### src/rtl/mac_pkg.sv
// mac_pkg
// Shared types and constants for the MAC transmit framer and the CRC helper.
//   stream_t       : one beat of the Avalon-ST style byte stream feeding the framer
//   state_t        : framer states, in the order a frame walks through them
//   PREAMBLE_BYTE  : 0x55 preamble octet
//   SFD_BYTE       : 0xD5 start-of-frame delimiter
//   CRC_POLY       : IEEE 802.3 CRC-32 polynomial in normal (MSB-first) form
//   CRC_INIT       : CRC register preset value
//   P_RESIDUE_DEFAULT : CRC residue over data+FCS of a good frame (normal form)
package mac_pkg;

    typedef struct packed {
        logic       startofpacket;
        logic       endofpacket;
        logic       valid;
        logic [7:0] data;
        logic       error;
    } stream_t;

    typedef enum logic [2:0] {
        IDLE,
        PREAMBLE,
        SFD,
        DATA,
        PAD,
        FCS,
        IFG
    } state_t;

    localparam logic [7:0]  PREAMBLE_BYTE     = 8'h55;
    localparam logic [7:0]  SFD_BYTE          = 8'hD5;
    localparam int unsigned PREAMBLE_LEN      = 7;
    localparam logic [31:0] CRC_POLY          = 32'h04C11DB7;
    localparam logic [31:0] CRC_INIT          = 32'hFFFFFFFF;
    localparam logic [31:0] P_RESIDUE_DEFAULT = 32'hC704DD7B;

    // Bit-reverse a 32-bit word; Ethernet shifts bytes LSB first, so the
    // byte-wide engine works on the reflected polynomial.
    function automatic logic [31:0] reflect32(input logic [31:0] value);
        logic [31:0] result;
        for (int i = 0; i < 32; i++) begin
            result[i] = value[31-i];
        end
        return result;
    endfunction

endpackage

### src/rtl/crc32_d8.sv
// crc32_d8
// Combinational one-byte step of the reflected Ethernet CRC-32. Kept as its
// own module so the receive path can reuse exactly the same engine.
//   crc_in   : current CRC register
//   data_in  : byte entering the CRC, LSB first on the wire
//   crc_out  : CRC register after absorbing data_in
module crc32_d8
    import mac_pkg::*;
(
    input  logic [31:0] crc_in,
    input  logic [7:0]  data_in,
    output logic [31:0] crc_out
);

    localparam logic [31:0] POLY_REFL = reflect32(CRC_POLY);

    // Eight serial shift steps unrolled into one cycle of logic.
    always_comb begin
        crc_out = crc_in ^ {24'd0, data_in};
        for (int i = 0; i < 8; i++) begin
            crc_out = crc_out[0] ? ((crc_out >> 1) ^ POLY_REFL) : (crc_out >> 1);
        end
    end

endmodule

### src/rtl/mac_tx_framer.sv
// mac_tx_framer
// Turns a byte stream (destination MAC onward, no FCS) into a GMII-style
// transmit sequence: preamble, SFD, payload, zero padding up to MIN_PAYLOAD,
// CRC-32 FCS and an inter-frame gap.
//   mac_clk, mac_rst   : clock and synchronous active-high reset
//   in_* / in_ready    : upstream byte stream with valid/ready handshake
//   tx_data/tx_en/tx_er: registered byte interface to the RGMII stage
//   frame_done         : pulse with the last FCS byte
//   underrun           : pulse when a frame is aborted because data ran dry
module mac_tx_framer
    import mac_pkg::*;
#(
    parameter int unsigned MIN_PAYLOAD = 60,
    parameter int unsigned IFG_BYTES   = 12,
    // Not used by the datapath; carried so checkers can pick it up with the instance.
    parameter logic [31:0] P_RESIDUE   = P_RESIDUE_DEFAULT
) (
    input  logic       mac_clk,
    input  logic       mac_rst,
    input  logic       in_startofpacket,
    input  logic       in_endofpacket,
    input  logic       in_valid,
    input  logic [7:0] in_data,
    input  logic       in_error,
    output logic       in_ready,
    output logic [7:0] tx_data,
    output logic       tx_en,
    output logic       tx_er,
    output logic       frame_done,
    output logic       underrun
);

    localparam logic [15:0] MIN_LEN      = 16'(MIN_PAYLOAD);
    localparam logic [15:0] IFG_LAST     = 16'(IFG_BYTES - 1);
    localparam logic [15:0] PREAMBLE_END = 16'(PREAMBLE_LEN - 1);

    stream_t     in_s;
    state_t      state_q, state_d;
    logic [15:0] aux_q, aux_d;
    logic [15:0] count_q, count_d;
    logic [31:0] crc_q, crc_d;
    logic [7:0]  tx_data_q, tx_data_d;
    logic        tx_en_q, tx_en_d;
    logic        tx_er_q, tx_er_d;
    logic        in_ready_q, in_ready_d;
    logic        frame_done_q, frame_done_d;
    logic        underrun_q, underrun_d;
    logic [15:0] count_inc;
    logic        sop_blocked;
    logic        accept;
    logic [7:0]  crc_byte;
    logic [31:0] crc_next;
    logic [31:0] fcs;

    assign in_s = '{startofpacket: in_startofpacket, endofpacket: in_endofpacket,
                    valid: in_valid, data: in_data, error: in_error};

    // A start-of-packet byte is never taken in IDLE (it is held for DATA) and
    // never taken mid-frame (it belongs to the next frame). The very first
    // DATA byte carries sop legitimately, hence the count check.
    assign sop_blocked = in_s.valid && in_s.startofpacket &&
                         ((state_q == IDLE) || ((state_q == DATA) && (count_q != 16'd0)));
    assign in_ready    = in_ready_q && !sop_blocked;
    assign accept      = in_s.valid && in_ready;
    assign count_inc   = (count_q == 16'hFFFF) ? count_q : count_q + 16'd1;
    assign crc_byte    = (state_q == DATA) ? in_s.data : 8'h00;
    assign fcs         = ~crc_q;

    crc32_d8 u_crc (
        .crc_in  (crc_q),
        .data_in (crc_byte),
        .crc_out (crc_next)
    );

    // State register and all registered outputs.
    always_ff @(posedge mac_clk) begin
        if (mac_rst) begin
            state_q      <= IDLE;
            aux_q        <= 16'd0;
            count_q      <= 16'd0;
            crc_q        <= CRC_INIT;
            tx_data_q    <= 8'h00;
            tx_en_q      <= 1'b0;
            tx_er_q      <= 1'b0;
            in_ready_q   <= 1'b0;
            frame_done_q <= 1'b0;
            underrun_q   <= 1'b0;
        end else begin
            state_q      <= state_d;
            aux_q        <= aux_d;
            count_q      <= count_d;
            crc_q        <= crc_d;
            tx_data_q    <= tx_data_d;
            tx_en_q      <= tx_en_d;
            tx_er_q      <= tx_er_d;
            in_ready_q   <= in_ready_d;
            frame_done_q <= frame_done_d;
            underrun_q   <= underrun_d;
        end
    end

    // Next state plus the counters and CRC. aux_q counts preamble bytes,
    // FCS bytes and gap cycles; count_q counts payload+pad bytes.
    always_comb begin
        state_d = state_q;
        aux_d   = aux_q;
        count_d = count_q;
        crc_d   = crc_q;
        case (state_q)
            IDLE: begin
                if (in_s.valid && in_s.startofpacket) begin
                    state_d = PREAMBLE;
                    aux_d   = 16'd1;
                end
            end
            PREAMBLE: begin
                aux_d = aux_q + 16'd1;
                if (aux_q == PREAMBLE_END) begin
                    state_d = SFD;
                end
            end
            SFD: begin
                state_d = DATA;
                aux_d   = 16'd0;
                count_d = 16'd0;
                crc_d   = CRC_INIT;
            end
            DATA: begin
                aux_d = 16'd0;
                if (!accept) begin
                    state_d = IFG;
                end else begin
                    count_d = count_inc;
                    crc_d   = crc_next;
                    if (in_s.endofpacket) begin
                        state_d = (count_inc < MIN_LEN) ? PAD : FCS;
                    end
                end
            end
            PAD: begin
                aux_d   = 16'd0;
                count_d = count_inc;
                crc_d   = crc_next;
                if (count_inc >= MIN_LEN) begin
                    state_d = FCS;
                end
            end
            FCS: begin
                aux_d = aux_q + 16'd1;
                if (aux_q[1:0] == 2'd3) begin
                    state_d = IFG;
                    aux_d   = 16'd0;
                end
            end
            IFG: begin
                aux_d = aux_q + 16'd1;
                if (aux_q >= IFG_LAST) begin
                    state_d = IDLE;
                    aux_d   = 16'd0;
                end
            end
            default: begin
                state_d = IDLE;
                aux_d   = 16'd0;
            end
        endcase
    end

    // Output decode: values computed here appear on the pins one cycle later,
    // so each state produces the byte for the following cycle.
    always_comb begin
        tx_data_d    = 8'h00;
        tx_en_d      = 1'b0;
        tx_er_d      = 1'b0;
        frame_done_d = 1'b0;
        underrun_d   = 1'b0;
        in_ready_d   = (state_d == IDLE) || (state_d == DATA);
        case (state_q)
            IDLE: begin
                if (in_s.valid && in_s.startofpacket) begin
                    tx_en_d   = 1'b1;
                    tx_data_d = PREAMBLE_BYTE;
                end
            end
            PREAMBLE: begin
                tx_en_d   = 1'b1;
                tx_data_d = PREAMBLE_BYTE;
            end
            SFD: begin
                tx_en_d   = 1'b1;
                tx_data_d = SFD_BYTE;
            end
            DATA: begin
                tx_en_d = 1'b1;
                if (accept) begin
                    tx_data_d = in_s.data;
                    tx_er_d   = in_s.error;
                end else begin
                    tx_er_d    = 1'b1;
                    underrun_d = 1'b1;
                end
            end
            PAD: begin
                tx_en_d = 1'b1;
            end
            FCS: begin
                tx_en_d = 1'b1;
                case (aux_q[1:0])
                    2'd0:    tx_data_d = fcs[7:0];
                    2'd1:    tx_data_d = fcs[15:8];
                    2'd2:    tx_data_d = fcs[23:16];
                    default: tx_data_d = fcs[31:24];
                endcase
                frame_done_d = (aux_q[1:0] == 2'd3);
            end
            default: begin
            end
        endcase
    end

    assign tx_data    = tx_data_q;
    assign tx_en      = tx_en_q;
    assign tx_er      = tx_er_q;
    assign frame_done = frame_done_q;
    assign underrun   = underrun_q;

endmodule

### config.mk
export PLATFORM = sky130hd
export DESIGN_NAME = mac_tx_framer
export DESIGN_NICKNAME = d
export VERILOG_FILES = /design/src/rtl/mac_pkg.sv /design/src/rtl/crc32_d8.sv /design/src/rtl/mac_tx_framer.sv
export SDC_FILE = /design/constraint.sdc
export NUM_CORES = 1
export LEC_CHECK = 0
export ABC_AREA = 1
export CORE_AREA = 2 2 136 98
export CTS_BUF_LIST = sky130_fd_sc_hd__clkbuf_8
export DETAILED_ROUTE_END_ITERATION = 6
export DIE_AREA = 0 0 138 100
export PLACE_DENSITY = 0.64
export SLEW_MARGIN = 20
export SYNTH_ARGS = -nofsm -noshare
export SYNTH_HDL_FRONTEND = slang
export SYNTH_HIERARCHICAL = 1
export SYNTH_SLANG_ARGS = --single-unit
### constraint.sdc
create_clock -name mac_clk -period 3.05 [get_ports mac_clk]
set_clock_uncertainty 0.1 [all_clocks]
set_input_delay 0.305 -clock mac_clk [delete_from_list [all_inputs] [get_ports mac_clk]]
set_output_delay 0.305 -clock mac_clk [all_outputs]
set_load 0.05 [all_outputs]
==> qor.txt, run 1 <==
Post-synthesis cell type count - 38
CP Capture Type - output port
Period utilization - 0.899
FP Rows - 35
Minimum clock period - 2.74 ns
CTS root buf - clkbuf_8
Vias in the first global route - 4857
Sequential fraction of the synthesis area - 0.291
# DRC - 0
Final wirelength - 15.7 mm
CTS max path bufs - 2
Final Wtd Congestion - 0.921
TritonCTS Buffers - 9
RSZ-0062 raised after global routing - false
P_leak - 2.82 nW
Antenna violations before repair - 0
Die width - 138 um
Antenna cell count - 0
Fmax - 365 MHz
Crit path required time - 2.64 ns
Final Hold Fails - 0
Die area - 13800 um2
Core ar. - 12700 um2
CTS tree - built
Commonest cells after routing, fill and taps aside - nand2_1 (319), inv_1 (116), dfxtp_1 (80), nor2_1 (66), nand3_1 (63)
TNS Setup - 0 ns
Avg WL per Cell - 14.3 um
Clock Pin Slew Worst Setup and Hold Paths - 0.09 ns
Max-slew violation count - 0
Power per cell area - 328 nW/um2
Die height - 100 um
Cells after Synth - 900
Max Cap Viol - 0
Critical path class - flop to output port
I/O pin cnt - 27
Fillers - 1349
GR Util All Layers - 0.229
Layout cells sized above 1 - 0.0656
Synthesized flop and latch total - 80
WP data arrival - 2.34 ns
IO buf count - 26
Vias - 5640
Post-route ant nets - 0
Syn. warnings - 6
Synth Net Count - 921
Skew-Pair Late Insertion Delay - 0.36 ns
Final setup vio count - 0
Drt first pass iters - 5
Post-Syn Area - 5510 um2
Grt ovf - 0
Min-Delay Path Class - flop to flop
Post-CTS sizing - 0
H-tree levels - 3
Sink count of the clock tree - 80
Synth Area per Inst - 6.12 um2
Detailed Route Iter0 Violations - 522
Area growth syn-to-layout - 11.3%
Fin Hold WS - 0.391 ns
Final #Nets - 947
CP max FO - 6
Initial Util - 0.434
Peak supply drop - 0.197 mV
Outcome - finished, final reports clean
Startpoint Class - flop
Rel. slew slack - 0.607
Post-CTS Hold Fix Bufs - 0
Vias per inst - 5.15
Detailed-placement wirelength estimate - 11.6 mm
Largest net degree at the start of global routing - 35
Setup bufs post-CTS - 0
First-pass GRT wire length - 25.4 mm
Final core occ - 0.483
Commonest non-fill, non-tap cell in the layout - nand2_1
Worst-Margin Slew - 0.588 ns
[critical path, cell delays in order (launching register included)]
cell             delay [ns]
dfxtp_1                0.36
inv_1                  0.12
ha_1                   0.16
nand3_1                0.07
nor2_1                 0.15
nand3_1                0.14
a21oi_1                0.15
clkdlybuf4s50_1        0.81
[area by class of cell]
cell class | instances | area (um2) | area share
Clock buffer | 10 | 138 | 0.0224
Tap cell | 166 | 208 | 0.0339
Clock inverter | 5 | 56.3 | 0.00918
Sequential cell | 80 | 1600 | 0.261
Multi-Input combinational cell | 675 | 3320 | 0.542
Timing Repair Buffer | 37 | 343 | 0.0559
Inverter | 123 | 464 | 0.0757
[layer usage]
metal	vias to the layer above	part of all wire	GRT usage
met5	-	0	0
met1	2507	0.51	0.353
met4	0	0.012	0.0612
met3	16	0.082	0.0420
li1	2895	-	-
met2	222	0.39	0.324
[stage by stage]
step	cell area (um2)	cells	power, mW	worst slack, ns
2_1_floorplan	5510	900	1.16	0.888
3_3_place_gp	5940	1081	1.22	0.614
3_5_place_dp	5940	1081	1.22	0.565
4_1_cts	6130	1096	2.03	0.290
5_1_grt	6130	1096	2.09	0.188
6_report	6130	1096	2.01	0.309
[Yosys cell counts]
master     number  share of area
a21oi_1        54          0.049
a211oi_1        1         0.0014
inv_2           5         0.0034
xnor2_1         9          0.014
nand2_4         6          0.012
or2_0           1         0.0011
nand3_2         1         0.0018
a31oi_1         5         0.0057
o221ai_1        3         0.0048
nor3b_2         1         0.0023
o21a_1          1         0.0014
nor2_1         66          0.045
ha_1            7          0.016
nand2_1       319           0.22
o2111ai_1       1         0.0016
nor3_4          1         0.0030
nand2_2        16          0.018
o22ai_1         9          0.010
buf_4           2         0.0027
nor4_1          1         0.0011
dfxtp_1        80           0.29
xnor3_1         1         0.0041
o211ai_1        9          0.012
o21ai_0        34          0.031
inv_4           1         0.0011
nand3_1        63          0.057
nand3b_1        1         0.0014
buf_6           3         0.0061
nand2_8         2         0.0073
nand4_1        15          0.017
xor2_1         32          0.051
nor2_2          2         0.0023
nor3_1         13          0.012
nor3b_1         1         0.0014
clkinv_1        1        0.00068
clkbuf_1       10         0.0068
buf_2           7         0.0064
inv_1         116          0.079
[state kept, by name, indices dropped and copies added, names as in the netlist]
name	cells
state_q	3
aux_q	16
tx_en	1
in_ready_q	1
crc_q	32
frame_done	1
underrun	1
tx_er	1
count_q	16
tx_data	8
[final timing paths]
path	endpoint	slack (ns)	depth (start not counted)	start
worst min register to register	count_q[15]	0.39	2	count_q[15]
worst min-delay path	count_q[15]	0.39	2	count_q[15]
worst max register to register	crc_q[4]	0.48	15	state_q[1]
worst max-delay path	in_ready	0.31	7	count_q[0]
[report_power, final]
part	leakage [nW]	internal, mW	switching (mW)	total, mW
Sequential	0.647	1.05	0.00467	1.06
Clock	0.0985	0.397	0.418	0.815
Combinational	2.07	0.0436	0.0955	0.139
[cells by family (layout without fill, tap and decap cells)]
logic type | count (synthesis) | count (layout) | synth area share
xor+xnor | 42 | 42 | 0.0693
buf+inv | 145 | 175 | 0.106
compound gates | 117 | 117 | 0.117
fa+ha+maj | 7 | 7 | 0.0159
simple gates | 509 | 509 | 0.401
flops | 80 | 80 | 0.291
No activity file was read; power rests on OpenSTA's default activity.
==> run 2, diff against run 1 <==
--- a/config.mk
+++ b/config.mk
@@ -10,9 +10,11 @@
 export CTS_BUF_LIST = sky130_fd_sc_hd__clkbuf_8
 export DETAILED_ROUTE_END_ITERATION = 6
 export DIE_AREA = 0 0 138 100
+export MAX_ROUTING_LAYER = met4
 export PLACE_DENSITY = 0.64
 export SLEW_MARGIN = 20
 export SYNTH_ARGS = -nofsm -noshare
 export SYNTH_HDL_FRONTEND = slang
 export SYNTH_HIERARCHICAL = 1
 export SYNTH_SLANG_ARGS = --single-unit
+export TNS_END_PERCENT = 5
==> run 2 against run 1 <==
Effect of this change: maximum frequency is 0.24% higher; combinational power hardly changed; clock-buffer cell count is 1 lower; first-iteration DRC count is 16% higher; final area is 0.45% lower; critical path type unchanged.
==> qor.txt, run 2 (same netlist as run 1, synthesis figures left out) <==
IO buf count - 26 (unchanged)
Antenna violations before repair - 0 (unchanged)
CTS tree - built
Minimum clock period - 2.73 ns (-0.00646 ns)
Post-route ant nets - 0 (unchanged)
Period utilization - 0.897 (-0.00212)
Crit path required time - 2.64 ns (about the same)
Top flop regs - crc_q x32, aux_q x16, count_q x16
Max Cap Viol - 0 (unchanged)
Vias per inst - 5.16 (+0.20%)
Max-slew violation count - 0 (unchanged)
Grt ovf - 0 (unchanged)
Die height - 100 um (unchanged)
Skew-Pair Late Insertion Delay - 0.37 ns (about the same)
Final setup vio count - 0 (unchanged)
Startpoint Class - flop
Max reg flops - 32 (unchanged)
# DRC - 0 (unchanged)
Setup bufs post-CTS - 0 (unchanged)
Die area - 13800 um2 (unchanged)
Critical path class - flop to output port
Die width - 138 um (unchanged)
Final Power - 1.90 mW (-5.7%)
Detailed Route Iter0 Violations - 607 (+16%)
Final core occ - 0.481 (-0.00217)
Rel. slew slack - 0.592 (-0.0151)
Power per cell area - 311 nW/um2 (-5.2%)
WP data arrival - 2.33 ns (about the same)
Final Hold Fails - 0 (unchanged)
Final Wtd Congestion - 0.922 (about the same)
Core ar. - 12700 um2 (unchanged)
H-tree levels - 3 (unchanged)
Drt first pass iters - 5 (unchanged)
Final wirelength - 15.6 mm (-0.77%)
RSZ-0062 raised after global routing - false
Area growth syn-to-layout - 10.8%
Final #Nets - 946 (-0.11%)
Post-CTS Hold Fix Bufs - 0 (unchanged)
Fmax - 366 MHz (+0.24%)
Avg WL per Cell - 14.2 um (-0.68%)
Post-CTS sizing - 0 (unchanged)
Detailed-placement wirelength estimate - 11.4 mm (-1.4%)
TritonCTS Buffers - 9 (unchanged)
Outcome - finished, final reports clean
Peak supply drop - 0.187 mV (-5.2%)
TNS Setup - 0 ns (unchanged)
Worst-Margin Slew - 0.611 ns (+0.0225 ns)
Clock Pin Slew Worst Setup and Hold Paths - 0.09 ns (about the same)
GR Util All Layers - 0.237 (+0.00757)
Initial Util - 0.434 (unchanged)
P_leak - 2.81 nW (-0.48%)
Largest Register - crc_q
Commonest cells after routing, fill and taps aside - nand2_1 (319), inv_1 (117), dfxtp_1 (80), nor2_1 (66), nand3_1 (63)
Layout cells sized above 1 - 0.0635 (-0.00208)
CP max FO - 6 (unchanged)
FP Rows - 35 (unchanged)
Largest net degree at the start of global routing - 42 (+20%)
Cells after DPL - 1080 (-0.093%)
Final Non-Filler Cells - 1095 (-0.091%)
CTS max path bufs - 2 (unchanged)
CTS root buf - clkbuf_8
I/O pin cnt - 27 (unchanged)
Min-Delay Path Class - flop to flop
First-pass GRT wire length - 25.8 mm (+1.3%)
Vias - 5646 (+0.11%)
Antenna cell count - 0 (unchanged)
CP Capture Type - output port
Commonest non-fill, non-tap cell in the layout - nand2_1
Vias in the first global route - 4920 (+1.3%)
Sink count of the clock tree - 80 (unchanged)
## run 2: routing by layer
metal  vias up  share of wire  track usage
met4         0         0.0080       0.0502
met1      2527           0.51        0.356
met2       200           0.39        0.319
met3        16          0.090       0.0520
li1       2903              -            -
met5         -              0            -
## run 2: stage by stage
step                setup WS [ns]  hold slack (ns)  area [um2]
floorplan                   0.888            0.347        5510
global placement            0.602            0.371        5940
detailed placement          0.526            0.372        5940
CTS                         0.282            0.389        6100
global route                0.174            0.410        6100
finish                      0.315            0.391        6100
## run 2: path summary, 6_finish.rpt
kind | endpoint | slack, ns | cells after the start | from
setup / recovery | in_ready | 0.32 | 7 | count_q[0]
hold / removal | count_q[15] | 0.39 | 2 | count_q[15]
setup reg to reg | crc_q[4] | 0.50 | 15 | state_q[1]
hold reg to reg | count_q[15] | 0.39 | 2 | count_q[15]
## run 2: where the power goes
part	internal (mW)	total, mW	switching (mW)
clock	0.288	0.702	0.414
combinational	0.0436	0.138	0.0940
sequential	1.05	1.06	0.00452
## run 2: critical path, stage by stage, from the launching register on
cell and delay, ns:
dfxtp_1 0.37, inv_1 0.12, ha_1 0.17, nand3_1 0.07, nor2_1 0.14, nand3_1 0.14, a21oi_1 0.15, clkdlybuf4s50_1 0.81
## run 2: final cells by class
class	instances	area [um2]
Tap cell	166	208
Clock buffer	9	124
Inverter	123	464
Sequential cell	80	1600
Timing Repair Buffer	36	348
Clock inverter	6	37.5
Multi-Input combinational cell	675	3320
Fill cell	1338	6600
==> run 3, diff against run 2 <==
--- a/config.mk
+++ b/config.mk
@@ -11,7 +11,7 @@
 export DETAILED_ROUTE_END_ITERATION = 6
 export DIE_AREA = 0 0 138 100
 export MAX_ROUTING_LAYER = met4
-export PLACE_DENSITY = 0.64
+export PLACE_DENSITY = 0.66
 export SLEW_MARGIN = 20
 export SYNTH_ARGS = -nofsm -noshare
 export SYNTH_HDL_FRONTEND = slang
==> constraint.sdc (replaced) <==
create_clock -name mac_clk -period 2.5 [get_ports mac_clk]
set_clock_uncertainty 0.1 [all_clocks]
set_input_delay 0.25 -clock mac_clk [delete_from_list [all_inputs] [get_ports mac_clk]]
set_output_delay 0.25 -clock mac_clk [all_outputs]
set_load 0.005 [all_outputs]
==> run 3 against run 2 <==
Effect of this change: critical path depth is the same; largest power group unchanged; die area unchanged; global-route usage is 0.32 points lower; clock power is 37% higher; first-iteration DRC count shrank 21%; wire length down 0.65%; sequential share of layout area fell by 0.68 points; core utilization up 1.3 points; register-to-register slack worse by 0.34 ns; critical endpoint unchanged; flip-flop and latch count unchanged; non-clock buffer count is 7 higher; total power is 26% higher.
==> qor.txt, run 3 (same netlist as run 1, synthesis figures left out) <==
Commonest non-fill, non-tap cell in the layout - nand2_1
RR Startpoint - state_q[1]
WP data arrival - 2.00 ns (-0.33 ns)
CTS max path bufs - 2 (unchanged)
Final wirelength - 15.5 mm (-0.65%)
First-pass GRT wire length - 25.4 mm (-1.3%)
Post-route ant nets - 0 (unchanged)
Post-CTS Hold Fix Bufs - 0 (unchanged)
Crit path required time - 2.15 ns (-0.49 ns)
H-tree levels - 3 (unchanged)
NetSw - 0.584 mW (+14%)
Clock power share - 0.401 (+0.031)
Layout cells sized above 1 - 0.0876 (+0.0241)
Commonest cells after routing, fill and taps aside - nand2_1 (319), inv_1 (118), dfxtp_1 (78), nand3_1 (62), nor2_1 (56)
Worst path bufs/invs - 2 (unchanged)
Drt first pass iters - 5 (unchanged)
Skew-Pair Late Insertion Delay - 0.36 ns (about the same)
Final Power - 2.40 mW (+26%)
FF-to-FF End - crc_q[4]
Worst-Margin Slew - 0.558 ns (-0.0523 ns)
Vias per inst - 5.14 (-0.28%)
Die area - 13800 um2 (unchanged)
Final #Nets - 953 (+0.74%)
Antenna violations before repair - 0 (unchanged)
Rel. slew slack - 0.626 (+0.0341)
Delay-heaviest family, CP - buffers and inverters
Clock Pin Slew Worst Setup and Hold Paths - 0.08 ns (about the same)
Top flop regs - crc_q x32, aux_q x16, count_q x16
Largest Register - crc_q
Combinational power share - 0.061 (-0.012)
Largest net degree at the start of global routing - 35 (-17%)
Area growth syn-to-layout - 13.9%
TNS Setup - 0 ns (unchanged)
CP Capture Type - output port
Avg WL per Cell - 14.0 um (-1.3%)
Die width - 138 um (unchanged)
Min-delay src - in_error
CTS tree - built
Max Cap Viol - 0 (unchanged)
Minimum clock period - 2.35 ns
Max-slew violation count - 0 (unchanged)
Initial Util - 0.434 (unchanged)
Hold depth - 3 (+1)
Antenna cell count - 0 (unchanged)
GR Util All Layers - 0.233 (-0.00323)
# DRC - 0 (unchanged)
CTS root buf - clkbuf_8
TritonCTS Buffers - 9 (unchanged)
Sw Ratio - 0.244 (-0.0265)
I/O pin cnt - 27 (unchanged)
Outcome - finished, final reports clean
Startpoint Class - flop
Hold endpoint - tx_er
Fmax - 426 MHz
Power per cell area - 382 nW/um2 (+23%)
Cell depth of the worst flop-to-flop path - 15 (unchanged)
Grt ovf - 0 (unchanged)
Detailed-placement wirelength estimate - 11.3 mm (-0.83%)
Vias in the first global route - 5052 (+2.7%)
Min-Delay Path Class - input port to flop
Max reg flops - 32 (unchanged)
Critical path class - flop to output port
Detailed Route Iter0 Violations - 477 (-21%)
Die height - 100 um (unchanged)
R2R Setup Slk - 0.16 ns (-0.34 ns)
Final Hold Fails - 0 (unchanged)
Peak supply drop - 0.238 mV (+27%)
Final Wtd Congestion - 0.902 (-2.1%)
CP peak stage delay - 0.51 ns (-0.30 ns)
Fillers - 1306 (-2.4%)
Internal power - 1.81 mW (+31%)
Core ar. - 12700 um2 (unchanged)
FP Rows - 35 (unchanged)
Period utilization - 0.938
Setup bufs post-CTS - 0 (unchanged)
CP max FO - 6 (unchanged)
Sequential Power Share - 0.538 (-0.019)
RSZ-0062 raised after global routing - true
Sink count of the clock tree - 80 (unchanged)
Final setup vio count - 0 (unchanged)
P_leak - 2.88 nW (+2.8%)
IO buf count - 26 (unchanged)
Slowest cell on the critical path - clkdlybuf4s50_1
Vias - 5666 (+0.35%)
Critical path, cell by cell - inv_1 > ha_1 > nand3_1 > nor2_2 > nand3_2 > a21oi_1 > clkdlybuf4s50_1
==> run 3: metrics by stage <==
step	setup slack, ns	area [um2]	utilization	hold slack, ns	cells
after detailed placement	0.133	6010	0.473	0.380	1087
final	0.155	6270	0.494	0.380	1102
after floorplan	0.338	5510	-	0.292	900
after global routing	0.000231	6270	0.494	0.399	1102
after CTS	0.0399	6190	0.488	0.368	1102
after global placement	0.159	6010	0.473	0.382	1087
==> run 3: layout make-up <==
class / count / area (um2) / area share
sequential: 80 / 1600 / 0.256
inverter: 123 / 467 / 0.0744
tap: 166 / 208 / 0.0331
multi-input combinational: 675 / 3400 / 0.541
clock inverter: 5 / 50.0 / 0.00798
timing repair buffer: 43 / 413 / 0.0658
clock buffer: 10 / 138 / 0.0219
==> run 3: power by group through the flow <==
| stage | Combinational [mW] | Clock [mW] | Sequential, mW |
|---|---|---|---|
| floorplan | 0.0697 | 0 | 1.32 |
| global placement | 0.142 | 0 | 1.32 |
| detailed placement | 0.141 | 0 | 1.32 |
| CTS | 0.142 | 0.998 | 1.29 |
| global route | 0.158 | 1.04 | 1.29 |
| finish | 0.145 | 0.962 | 1.29 |
==> run 3: what timing repair did <==
item                                   4_1_cts  5_1_grt
gates resized for setup                      0       22
setup endpoints to repair                    0       41
endpoints found under the hold margin        0        0
==> run 3: worst max path at each step <==
stage	from	end	slack [ns]	cells after the start
after detailed placement	state_q[1]	crc_q[26]	0.13	14
final	count_q[0]	in_ready	0.15	7
after global routing	state_q[0]	crc_q[4]	0.0002	15
after CTS	state_q[1]	crc_q[4]	0.04	15
after global placement	state_q[1]	crc_q[26]	0.16	14
after floorplan	state_q[1]	crc_q[4]	0.34	15
==> run 3: metal layers <==
metal  share of wire  track usage  vias up  wire length, um
met5               0            -        -                0
met4          0.0097       0.0597        0              150
met3           0.081       0.0420       18             1260
met2            0.41        0.342      200             6420
met1            0.49        0.332     2544             7650
li1                -            -     2904                -
==> run 3: tightest hold or removal path: cells and delay by family <==
family,cells,cell delay [ns]
buf+inv,1,0.42
simple gates,2,0.14
